[src/rtl/autotype_sequencer_if.sv]
// Control/status bundle between the autotype script sequencer and its host:
// start/abort requests in, core reset, onboard key presses and run status out.
interface autotype_sequencer_if;
  logic start;
  logic abort;
  logic cpu_n_reset;
  logic key_b;
  logic key_c;
  logic key_enter;
  logic busy;
  logic done;

  modport master (
    output start,
    output abort,
    input  cpu_n_reset,
    input  key_b,
    input  key_c,
    input  key_enter,
    input  busy,
    input  done
  );

  modport slave (
    input  start,
    input  abort,
    output cpu_n_reset,
    output key_b,
    output key_c,
    output key_enter,
    output busy,
    output done
  );
endinterface

[src/rtl/autotype_sequencer.sv]
// Plays a fixed boot script into the computer core: a reset pulse, then B, C and
// three ENTER presses, each active phase followed by an equally long idle gap.
module autotype_sequencer #(
  parameter int unsigned STEP_CYCLES = 32'd8388608,
  parameter bit          AUTO_START  = 1'b1
) (
  input  logic                 clk,
  input  logic                 n_reset,
  autotype_sequencer_if.slave  seq
);

  localparam int unsigned        TIMER_W    = (STEP_CYCLES > 32'd1) ? $clog2(STEP_CYCLES) : 1;
  localparam logic [TIMER_W-1:0] TIMER_LAST = TIMER_W'(STEP_CYCLES - 32'd1);
  localparam logic [2:0]         STEP_LAST  = 3'd5;

  typedef enum logic [1:0] {
    IDLE   = 2'd0,
    ACTIVE = 2'd1,
    GAP    = 2'd2,
    DONE   = 2'd3
  } state_t;

  state_t             state_r;
  state_t             state_s;
  logic [2:0]         step_r;
  logic [2:0]         step_s;
  logic [TIMER_W-1:0] timer_r;
  logic [TIMER_W-1:0] timer_s;
  logic               launch_r;
  logic               go_s;
  logic               timer_end_s;

  logic cpu_n_reset_r, cpu_n_reset_s;
  logic key_b_r, key_b_s;
  logic key_c_r, key_c_s;
  logic key_enter_r, key_enter_s;
  logic busy_r, busy_s;
  logic done_r, done_s;

  // launch_r is only set for the first edge after reset release
  assign go_s        = seq.start | (launch_r & AUTO_START);
  assign timer_end_s = (timer_r == TIMER_LAST);

  // Next-state logic: phase sequencing, abort and (re)start handling
  always_comb begin
    state_s = state_r;
    step_s  = step_r;
    timer_s = timer_r;
    case (state_r)
      IDLE, DONE: begin
        if (go_s) begin
          state_s = ACTIVE;
          step_s  = 3'd0;
          timer_s = '0;
        end else begin
          state_s = state_r;
        end
      end
      ACTIVE: begin
        if (seq.abort) begin
          state_s = IDLE;
          step_s  = 3'd0;
          timer_s = '0;
        end else if (timer_end_s) begin
          state_s = GAP;
          timer_s = '0;
        end else begin
          timer_s = timer_r + TIMER_W'(1);
        end
      end
      GAP: begin
        if (seq.abort) begin
          state_s = IDLE;
          step_s  = 3'd0;
          timer_s = '0;
        end else if (timer_end_s) begin
          timer_s = '0;
          if (step_r == STEP_LAST) begin
            state_s = DONE;
          end else begin
            state_s = ACTIVE;
            step_s  = step_r + 3'd1;
          end
        end else begin
          timer_s = timer_r + TIMER_W'(1);
        end
      end
      default: begin
        state_s = IDLE;
        step_s  = 3'd0;
        timer_s = '0;
      end
    endcase
  end

  // Output decode from the next state so outputs move on the same edge as the state
  always_comb begin
    cpu_n_reset_s = 1'b1;
    key_b_s       = 1'b0;
    key_c_s       = 1'b0;
    key_enter_s   = 1'b0;
    busy_s        = 1'b0;
    done_s        = 1'b0;
    case (state_s)
      ACTIVE: begin
        busy_s = 1'b1;
        case (step_s)
          3'd0:             cpu_n_reset_s = 1'b0;
          3'd1:             key_b_s       = 1'b1;
          3'd2:             key_c_s       = 1'b1;
          3'd3, 3'd4, 3'd5: key_enter_s   = 1'b1;
          default:          cpu_n_reset_s = 1'b1;
        endcase
      end
      GAP:     busy_s = 1'b1;
      DONE:    done_s = 1'b1;
      IDLE:    busy_s = 1'b0;
      default: busy_s = 1'b0;
    endcase
  end

  // State, counters and registered outputs; reset holds the core in reset
  always_ff @(posedge clk or negedge n_reset) begin
    if (!n_reset) begin
      state_r       <= IDLE;
      step_r        <= 3'd0;
      timer_r       <= '0;
      launch_r      <= 1'b1;
      cpu_n_reset_r <= 1'b0;
      key_b_r       <= 1'b0;
      key_c_r       <= 1'b0;
      key_enter_r   <= 1'b0;
      busy_r        <= 1'b0;
      done_r        <= 1'b0;
    end else begin
      state_r       <= state_s;
      step_r        <= step_s;
      timer_r       <= timer_s;
      launch_r      <= 1'b0;
      cpu_n_reset_r <= cpu_n_reset_s;
      key_b_r       <= key_b_s;
      key_c_r       <= key_c_s;
      key_enter_r   <= key_enter_s;
      busy_r        <= busy_s;
      done_r        <= done_s;
    end
  end

  assign seq.cpu_n_reset = cpu_n_reset_r;
  assign seq.key_b       = key_b_r;
  assign seq.key_c       = key_c_r;
  assign seq.key_enter   = key_enter_r;
  assign seq.busy        = busy_r;
  assign seq.done        = done_r;

endmodule

[src/flat_wrapper.sv]
// flat-port wrapper written by rule: the top's interface ports become plain ports
module autotype_sequencer_flat 
#(
  parameter int unsigned STEP_CYCLES = 32'd8388608,
  parameter bit          AUTO_START  = 1'b1
)
  (clk, n_reset, seq_start, seq_abort, seq_cpu_n_reset, seq_key_b, seq_key_c, seq_key_enter, seq_busy, seq_done);
  autotype_sequencer_if seq_i ();
  input  logic clk;
  input  logic n_reset;
  input wire logic [$bits(seq_i.start)-1:0] seq_start;
  input wire logic [$bits(seq_i.abort)-1:0] seq_abort;
  output wire logic [$bits(seq_i.cpu_n_reset)-1:0] seq_cpu_n_reset;
  output wire logic [$bits(seq_i.key_b)-1:0] seq_key_b;
  output wire logic [$bits(seq_i.key_c)-1:0] seq_key_c;
  output wire logic [$bits(seq_i.key_enter)-1:0] seq_key_enter;
  output wire logic [$bits(seq_i.busy)-1:0] seq_busy;
  output wire logic [$bits(seq_i.done)-1:0] seq_done;
  assign seq_i.start = seq_start;
  assign seq_i.abort = seq_abort;
  assign seq_cpu_n_reset = seq_i.cpu_n_reset;
  assign seq_key_b = seq_i.key_b;
  assign seq_key_c = seq_i.key_c;
  assign seq_key_enter = seq_i.key_enter;
  assign seq_busy = seq_i.busy;
  assign seq_done = seq_i.done;
  autotype_sequencer #(.STEP_CYCLES(STEP_CYCLES), .AUTO_START(AUTO_START)) u_core (.clk(clk), .n_reset(n_reset), .seq(seq_i));
endmodule
[config.mk]
export PLATFORM = sky130hd
export DESIGN_NAME = autotype_sequencer_flat
export DESIGN_NICKNAME = d
export VERILOG_FILES = /design/src/rtl/autotype_sequencer_if.sv /design/src/rtl/autotype_sequencer.sv /design/src/flat_wrapper.sv
export SDC_FILE = /design/constraint.sdc
export NUM_CORES = 1
export LEC_CHECK = 0
export CORE_AREA = 2 2 71 60
export DETAILED_ROUTE_END_ITERATION = 10
export DIE_AREA = 0 0 73 62
export GPL_ROUTABILITY_DRIVEN = 0
export HOLD_SLACK_MARGIN = 0.08
export PLACE_DENSITY_LB_ADDON = 0.25
export SLEW_MARGIN = 20
export SYNTH_ARGS = -nofsm -noshare
export SYNTH_HDL_FRONTEND = slang
export SYNTH_SLANG_ARGS = --single-unit
[constraint.sdc]
create_clock -name clk -period 2.6 [get_ports clk]
set_input_delay 0.39 -clock clk [delete_from_list [all_inputs] [get_ports clk]]
set_output_delay 0.39 -clock clk [all_outputs]
set_load 0.01 [all_outputs]
==> flow_metrics.py, run 1 <==
metrics = {
    "route": {
        "drtAntennaViolNets": 0,
        "totalWireLength_mm": 3.67,
        "drc": 0,
        "vias": 1372,
        "drt-pass1-iter-count": 4,
        "via_per_inst": 5.58,
        "wl_per_cell_um": 14.9,
        "drt_iter0_drc": 74,
    },
    "sta": {
        "fmax_mhz": 411,
        "period_share": 0.936,
        "drv_slew": 0,
        "fin_skew_ns": 0.00586,
        "slew_headroom": 0.651,
        "hold_violations": 0,
        "tns_ns": 0,
        "final-setup-viol-count": 0,
        "worst_pin_slew_ns": 0.521,
        "rsz0062_at_grt": "no",
        "whs_ns": 0.520,
        "min_period_ns": 2.43,
    },
    "layout": {
        "multi_input_area_um2": 922,
        "regArea_um2": 877,
        "drive_gt1_frac": 0.155,
        "num-fill-cells": 346,
        "layout_commonest_cell": "dfrtp_1",
        "instances_no_fill": 246,
        "layout_common_cells": "dfrtp_1 (34), nor2_1 (27), nand2_1 (11)",
        "diodes": 0,
        "syn2layout_area_growth_pct": 14.8,
        "final_nets": 210,
    },
    "worst_setup_path": {
        "worstSetupEndpointType": "register",
        "path_max_fanout": 8,
        "startpoint_type": "register",
        "required_ns": 2.75,
        "crit_arrival_ns": 2.58,
        "critPathKind": "register to register",
    },
    "placement": {
        "place_inst": 238,
        "port_buffers": 9,
        "place_hpwl_mm": 2.68,
    },
    "die": {
        "core_area_um2": 3920,
        "fp.dieW_um": 73,
        "fp-row-count": 21,
        "io_pins": 10,
        "die_y_um": 62,
        "start_util": 0.466,
        "dieArea_um2": 4530,
    },
    "clocking": {
        "cts_tree": "done",
        "clk_latency_ns": 0.28,
        "cts.sinks": 35,
        "root_buffer": "clkbuf_8",
        "clk_pin_slew_ns": 0.07,
        "hold_buffers": 0,
        "ctsLongestPathBuffers": 2,
        "cts_max_level": 2,
        "cts_made_buffers": 5,
    },
    "power": {
        "p_leak_nw": 0.902,
        "power_mw": 1.30,
        "switching_share": 0.306,
        "comb_power_share": 0.252,
        "pwr_density_cell_nw_per_um2": 621,
        "power.internal_mw": 0.904,
        "clkPwrFrac": 0.286,
        "seqPwrFrac": 0.463,
        "p_switching_mw": 0.398,
        "ir_drop_mv": 0.364,
    },
    "global_routing": {
        "grt_pass1_vias": 1415,
        "grt_max_degree": 36,
        "gr-usage-met1": 0.257,
        "gr-usage-met2": 0.293,
        "top_usage_layer": "met2",
        "grt_first_pass_wirelength_mm": 6.47,
        "track_usage": 0.191,
        "overflow": 0,
        "antenna_found_initial": 0,
        "grtUsageMet3": 0.0532,
    },
    "yosys": {
        "yosys_most_used_dff": "dfrtp_1",
        "synth-edff-count": 0,
        "synthDistinctLibCells": 45,
        "async_reset_ff_frac": 1.00,
        "yosys-top-cells-area": "dfrtp_1 (47%), nor2_1 (5.6%), ha_1 (4.8%)",
        "syn_inst": 181,
        "synth_nets": 192,
        "synth-seq-cells": 35,
        "synth_top_area_frac": 0.466,
        "yosysTopAreaCell": "dfrtp_1",
        "synth_area_per_cell_um2": 10.1,
        "yosys_warnings": 0,
        "syn-cell-area_um2": 1830,
        "synth_seq_area_share": 0.480,
    },
    "status": {
        "status": "complete, no violations",
    },
    "run": {
        "maxCapViolCount": 0,
    },
    "worst_hold_path": {
        "hp-class": "primary input to async pin",
    },
}
flip-flops by register name, indices dropped and copies added, names as in the netlist:
| signal | flops |
|---|---|
| u_core.seq.key_c | 1 |
| u_core.step_r | 3 |
| u_core.state_r | 2 |
| u_core.seq.done | 1 |
| u_core.seq.key_b | 1 |
| u_core.seq.cpu_n_reset | 1 |
| u_core.timer_r | 23 |
| u_core.launch_r | 1 |
| u_core.seq.key_enter | 1 |
| u_core.seq.busy | 1 |
critical path: stages, from the launching register on:
cell	delay, ns
dfrtp_1	0.35
inv_1	0.09
ha_1	0.38
or2_2	0.39
or2_2	0.34
o21ai_0	0.15
nand2_1	0.09
o31a_1	0.11
ha_1	0.22
nand3_1	0.10
o31ai_1	0.08
logic make-up (layout without fill, tap and decap cells):
logic type               Yosys count  after routing  share of synthesized area
buffers and inverters             10             29                     0.0233
adder cells (fa/ha/maj)            7              7                     0.0480
other                              1              1                    0.00205
flip-flops                        35             35                      0.480
AO/OA/AOI/OAI                     25             25                     0.0946
AND/OR/NAND/NOR                   86             86                      0.270
XOR/XNOR                          17             17                     0.0816
power groups by stage:
stage	logic, mW	clock network, mW	registers [mW]
floorplan	0.209	0	0.618
global placement	0.303	0	0.611
detailed placement	0.314	0	0.612
CTS	0.316	0.383	0.601
global route	0.372	0.416	0.605
finish	0.328	0.372	0.602
final timing paths:
kind                                     from                    to  slack, ns  depth (start not counted)
min                                   n_reset     u_core.timer_r[4]       0.52                          2
max reg2reg                 u_core.state_r[0]  u_core.seq.key_enter       0.17                         10
min in group clk           u_core.timer_r[21]    u_core.timer_r[21]       0.55                          2
max                         u_core.state_r[0]  u_core.seq.key_enter       0.17                         10
max in group asynchronous             n_reset       u_core.launch_r       1.75                          2
min reg2reg                u_core.timer_r[21]    u_core.timer_r[21]       0.55                          2
synthesized netlist by cell type (all sizes together) (3+ instances only):
| cell | instances |
|---|---|
| a21oi | 5 |
| and3 | 5 |
| dfrtp | 34 |
| ha | 7 |
| inv | 6 |
| nand2 | 11 |
| nand3 | 8 |
| nand4 | 10 |
| nor2 | 28 |
| nor3 | 6 |
| nor4 | 4 |
| o21ai | 7 |
| o31ai | 4 |
| or2 | 3 |
| xnor2 | 9 |
| xor2 | 8 |
area by class of cell:
cell class	count	share of cell area
clock buffer	7	0.0364
timing repair buffer	15	0.0645
sequential	35	0.419
inverter	6	0.0107
clock inverter	1	0.00239
tap	46	0.0275
multi-input combinational	136	0.440
through the flow:
stage          area (um2)  setup slack, ns  utilization
6_report             2100            0.167        0.535
5_1_grt              2100          0.00886        0.535
4_1_cts              2080           0.0534        0.531
3_5_place_dp         2000           0.0684        0.510
3_3_place_gp         2000            0.203        0.510
2_1_floorplan        1830            0.322            -
metal layers:
metal  wire, um  part of all wire
met5          0                 0
met4         65             0.018
met2       1680              0.46
met1       1770              0.48
met3        151             0.041
what timing repair did:
item,4_1_cts,5_1_grt
setup endpoints to repair,0,4
buffers inserted,0,0
resized for setup,0,3
Note: power is estimated with default switching activity, not from simulation.
==> run 2, diff against run 1 <==
--- a/config.mk
+++ b/config.mk
@@ -10,7 +10,7 @@
 export DIE_AREA = 0 0 73 62
 export GPL_ROUTABILITY_DRIVEN = 0
 export HOLD_SLACK_MARGIN = 0.08
-export PLACE_DENSITY_LB_ADDON = 0.25
+export PLACE_DENSITY = 0.66
 export SLEW_MARGIN = 20
 export SYNTH_ARGS = -nofsm -noshare
 export SYNTH_HDL_FRONTEND = slang
==> run 2 against run 1 <==
Hold slack worse by 0.017 ns. Count of clock-buffer cells in the layout up 1. Critical endpoint is now u_core.seq.cpu_n_reset. Clock skew shrank 0.00065 ns. Via count is 1.0% lower. Flip-flop and latch count is the same. Combinational power hardly changed. Cell count fell by 0.81%. Register-to-register slack worse by 0.03 ns. Largest cell class unchanged. Worst setup slack worse by 0.026 ns. Largest power group unchanged. Sequential share of layout area about the same.
==> flow_metrics.py, run 2 (synthesis gave the netlist of run 1 again) <==
metrics = {
    "status": {
        "status": "complete, no violations",
    },
    "clocking": {
        "cts_made_buffers": 5,
        "cts_setup_buffers": 0,
        "cts_max_level": 2,
        "ctsLongestPathBuffers": 2,
        "root_buffer": "clkbuf_8",
        "cts_resized": 1,
        "clk_pin_slew_ns": 0.07,
        "hold_buffers": 0,
        "clk_latency_ns": 0.28,
        "cts.sinks": 35,
        "cts_tree": "done",
    },
    "sta": {
        "rsz0062_at_grt": "no",
        "hold_violations": 0,
        "final-setup-viol-count": 0,
        "drv_slew": 0,
        "period_share": 0.946,
        "fmax_mhz": 407,
        "min_period_ns": 2.46,
        "whs_ns": 0.502,
        "fin_skew_ns": 0.00521,
    },
    "global_routing": {
        "grt_first_pass_wirelength_mm": 5.96,
        "antenna_found_initial": 0,
        "grtUsageMet3": 0.0468,
        "track_usage": 0.174,
        "top_usage_layer": "met2",
        "gr-usage-met1": 0.224,
        "overflow": 0,
        "grt_max_degree": 36,
        "gr-usage-met2": 0.286,
        "grt_pass1_vias": 1325,
    },
    "layout": {
        "final_nets": 208,
        "num-fill-cells": 348,
        "diodes": 0,
        "drive_gt1_frac": 0.157,
        "multi_input_area_um2": 920,
        "syn2layout_area_growth_pct": 14.9,
        "instances_no_fill": 244,
        "layout_common_cells": "dfrtp_1 (33), nor2_1 (26), nand2_1 (11)",
        "regArea_um2": 878,
        "largest_register_ffs": 23,
        "layout_commonest_cell": "dfrtp_1",
        "top_regs": "u_core.timer_r: 23 flops, u_core.step_r: 3 flops, u_core.state_r: 2 flops",
        "largest_register": "u_core.timer_r",
    },
    "worst_setup_path": {
        "required_ns": 2.76,
        "path_max_fanout": 6,
        "worstSetupEndpointType": "register",
        "startpoint_type": "register",
        "critPathKind": "register to register",
        "crit_arrival_ns": 2.62,
    },
    "route": {
        "drtAntennaViolNets": 0,
        "totalWireLength_mm": 3.59,
        "drt-pass1-iter-count": 4,
        "drt_iter0_drc": 71,
        "drc": 0,
        "wl_per_cell_um": 14.7,
        "via_per_inst": 5.57,
        "vias": 1358,
    },
    "power": {
        "p_leak_nw": 0.894,
        "clkPwrFrac": 0.315,
        "p_switching_mw": 0.399,
        "comb_power_share": 0.242,
        "seqPwrFrac": 0.443,
        "switching_share": 0.294,
        "pwr_density_cell_nw_per_um2": 648,
        "ir_drop_mv": 0.433,
        "power.internal_mw": 0.961,
    },
    "run": {
        "maxCapViolCount": 0,
    },
    "placement": {
        "place_inst": 236,
        "port_buffers": 9,
        "place_hpwl_mm": 2.55,
    },
    "die": {
        "io_pins": 10,
        "start_util": 0.466,
        "die_y_um": 62,
        "dieArea_um2": 4530,
        "core_area_um2": 3920,
        "fp-row-count": 21,
        "fp.dieW_um": 73,
    },
    "worst_hold_path": {
        "hp-class": "primary input to async pin",
    },
}
run 2: changes by cell type in the layout (fill, tap and decap cells not counted), sizes merged:
cell,previous run,this run
buf,6,4
clkbuf,7,8
clkinv,1,0
run 2: routing by layer:
metal / routed length (um) / up-vias
li1: - / 667
met1: 1760 / 660
met2: 1660 / 26
met3: 126 / 5
met4: 45 / 0
met5: 0 / -
run 2: final cells by class:
cell class	count	area share
multi-input cells	136	0.438
clock buffers	8	0.0477
well taps	46	0.0274
flip-flops and latches	35	0.419
inverters	6	0.0107
repair buffers	13	0.0572
run 2: power by group through the flow:
stage	registers (mW)	clock network, mW	logic, mW
after global routing	0.607	0.464	0.367
after floorplan	0.618	0	0.209
after global placement	0.612	0	0.319
after CTS	0.603	0.441	0.333
final	0.602	0.429	0.329
after detailed placement	0.614	0	0.329
run 2: worst max-delay path: stages (launching register included):
cell and delay (ns):
dfrtp_1 0.48, nand4_4 0.16, nor4_4 0.34, nand3_2 0.19
a211oi_1 0.27, a2bb2oi_1 0.25, ha_1 0.26, nand2b_4 0.07
or3_1 0.31
run 2: final timing paths:
path / from / endpoint / slack (ns) / cells after the start
setup reg to reg: u_core.timer_r[4] / u_core.seq.cpu_n_reset / 0.14 / 8
max in group asynchronous: n_reset / u_core.timer_r[16] / 1.75 / 2
hold reg to reg: u_core.timer_r[0] / u_core.timer_r[0] / 0.54 / 1
setup / recovery: u_core.timer_r[4] / u_core.seq.cpu_n_reset / 0.14 / 8
hold / removal: n_reset / u_core.timer_r[0] / 0.50 / 2
min in group clk: u_core.timer_r[0] / u_core.timer_r[0] / 0.54 / 1
run 2: metrics by stage:
stage / instance area [um2] / TNS, ns / setup slack [ns] / power, mW / utilization
after detailed placement: 1980 / -0.0115 / -0.0115 / 0.943 / 0.507
final: 2100 / 0 / 0.140 / 1.36 / 0.536
after floorplan: 1830 / 0 / 0.322 / 0.827 / -
after CTS: 2090 / 0 / 0.0121 / 1.38 / 0.533
after global routing: 2100 / 0 / 0.000100 / 1.44 / 0.536
after global placement: 1980 / 0 / 0.0523 / 0.931 / 0.507
==> run 3, diff against run 2 <==
==> constraint.sdc (replaced) <==
create_clock -name clk -period 2.35 [get_ports clk]
set_input_delay 0.3525 -clock clk [delete_from_list [all_inputs] [get_ports clk]]
set_output_delay 0.3525 -clock clk [all_outputs]
set_load 0.01 [all_outputs]
==> run 3 against run 2 <==
Via count increased by 6.6%. Cell area grew 7.3%. Sequential share of layout area is 2.8 points lower. Flip-flop and latch count unchanged. Worst setup slack worse by 0.043 ns. Wire length grew 5.5%. Clock power shrank 2%. Total power rose by 11%. Register-to-register slack lost 0.04 ns. Cell count increased by 7.4%. Global-route usage rose by 1.9 points. Clock skew grew 0.0021 ns.
==> flow_metrics.py, run 3 (synthesis gave the netlist of run 1 again) <==
metrics = {
    "die": {
        "core_area_um2": 3920,
        "dieArea_um2": 4530,
        "io_pins": 10,
        "die_y_um": 62,
        "fp-row-count": 21,
        "fp.dieW_um": 73,
        "start_util": 0.466,
    },
    "power": {
        "ir_drop_mv": 0.526,
        "p_leak_nw": 0.976,
        "pwr_density_cell_nw_per_um2": 671,
        "power_mw": 1.51,
    },
    "worst_setup_path": {
        "cpPeakStageDelay_ns": 0.41,
        "crit_arrival_ns": 2.41,
        "worstSetupEndpointType": "register",
        "path_cells": "nand4_4 -> nor4_4 -> buf_4 -> and3_1 -> o21ai_1 -> nand2_1 -> o31a_1 -> ha_2 -> nand2b_4 -> or3_1",
        "critPathKind": "register to register",
        "crit_slowest_cell": "dfrtp_2",
        "startpoint_type": "register",
        "path_max_fanout": 4,
        "required_ns": 2.51,
    },
    "clocking": {
        "clk_pin_slew_ns": 0.07,
        "cts_tree": "done",
        "ctsLongestPathBuffers": 2,
        "cts_max_level": 2,
        "root_buffer": "clkbuf_8",
        "cts_made_buffers": 5,
        "clk_latency_ns": 0.29,
        "hold_buffers": 0,
        "cts.sinks": 35,
    },
    "sta": {
        "whs_ns": 0.467,
        "hold_violations": 0,
        "rsz0062_at_grt": "yes",
        "drv_slew": 0,
        "layout_setup_ws_ns": 0.0967,
        "fin_skew_ns": 0.00730,
        "min_period_ns": 2.25,
        "final-setup-viol-count": 0,
        "period_share": 0.959,
        "fmax_mhz": 444,
    },
    "route": {
        "totalWireLength_mm": 3.79,
        "vias": 1447,
        "drtAntennaViolNets": 0,
        "drc": 0,
        "drt_iter0_drc": 60,
        "via_per_inst": 5.52,
        "drt-pass1-iter-count": 4,
        "wl_per_cell_um": 14.4,
    },
    "global_routing": {
        "grt_max_degree": 36,
        "antenna_found_initial": 0,
        "grt_first_pass_wirelength_mm": 6.51,
        "track_usage": 0.194,
        "grt_pass1_vias": 1409,
        "overflow": 0,
    },
    "layout": {
        "largest_register_ffs": 23,
        "diodes": 0,
        "syn2layout_area_growth_pct": 23.3,
        "instances_no_fill": 262,
        "layout_commonest_cell": "dfrtp_1",
        "layout_common_cells": "dfrtp_1 (32), nor2_1 (26), buf_4 (22)",
        "largest_register": "u_core.timer_r",
        "final_nets": 226,
        "drive_gt1_frac": 0.259,
        "top_regs": "u_core.timer_r: 23 flops, u_core.step_r: 3 flops, u_core.state_r: 2 flops",
        "postLayoutCoreUtil": 0.575,
    },
    "worst_hold_path": {
        "hp-class": "primary input to async pin",
    },
    "run": {
        "maxCapViolCount": 0,
    },
    "placement": {
        "place_inst": 253,
        "place_hpwl_mm": 2.72,
        "port_buffers": 9,
        "dp_slack_ns": 0.0363,
    },
    "status": {
        "status": "complete, no violations",
    },
}
## run 3: cell count changes in the layout (fill, tap and decap cells not counted), moves of 2 or more
cell      before  now
buf_4          4   22
clkbuf_8       7    5
ha_1           7    5
nor4_1         3    1
nor4_2         0    2
## run 3: through the flow
step | TNS, ns | area (um2)
after floorplan | 0 | 1830
after global routing | -0.0228 | 2250
after detailed placement | 0 | 2110
after CTS | 0 | 2190
after global placement | 0 | 2110
final | 0 | 2250
## run 3: area by class of cell
class | count | area, um2
clock inverters | 1 | 5.00
multi-input cells | 136 | 955
well taps | 46 | 57.6
flip-flops and latches | 35 | 880
inverters | 6 | 22.5
fillers | 327 | 1660
clock buffers | 7 | 76.3
repair buffers | 31 | 255
## run 3: final timing paths
check,startpoint,end,slack (ns),cells after the start
min in group clk,u_core.timer_r[15],u_core.timer_r[15],0.55,2
setup / recovery,u_core.timer_r[6],u_core.seq.cpu_n_reset,0.1,10
setup reg to reg,u_core.timer_r[6],u_core.seq.cpu_n_reset,0.1,10
max in group asynchronous,n_reset,u_core.timer_r[6],1.55,2
hold / removal,n_reset,u_core.timer_r[2],0.47,2
hold reg to reg,u_core.timer_r[15],u_core.timer_r[15],0.55,2
## run 3: critical path: cells and delay by family, from the launching register on
family                     cells  cell delay (ns)
AOI/OAI and AO/OA              2             0.22
adders and majority gates      1             0.21
DFF                            1             0.41
and+or+nand+nor                6             1.10
buffers and inverters          1             0.17
## run 3: routing by layer
layer	vias up	global-route usage	wire, um
li1	703	-	-
met1	703	0.256	1840
met2	37	0.296	1730
met3	4	0.0677	182
met4	0	0.0741	41
met5	-	0	0
## run 3: timing repair
action	in CTS	in global routing
setup endpoints to repair	0	8
resized for setup	0	13
setup buffers	0	1
## run 3: power by group
group | total, mW | switching [mW] | internal (mW)
combinational | 0.425 | 0.233 | 0.192
sequential | 0.667 | 0.0238 | 0.643
clock | 0.419 | 0.211 | 0.208
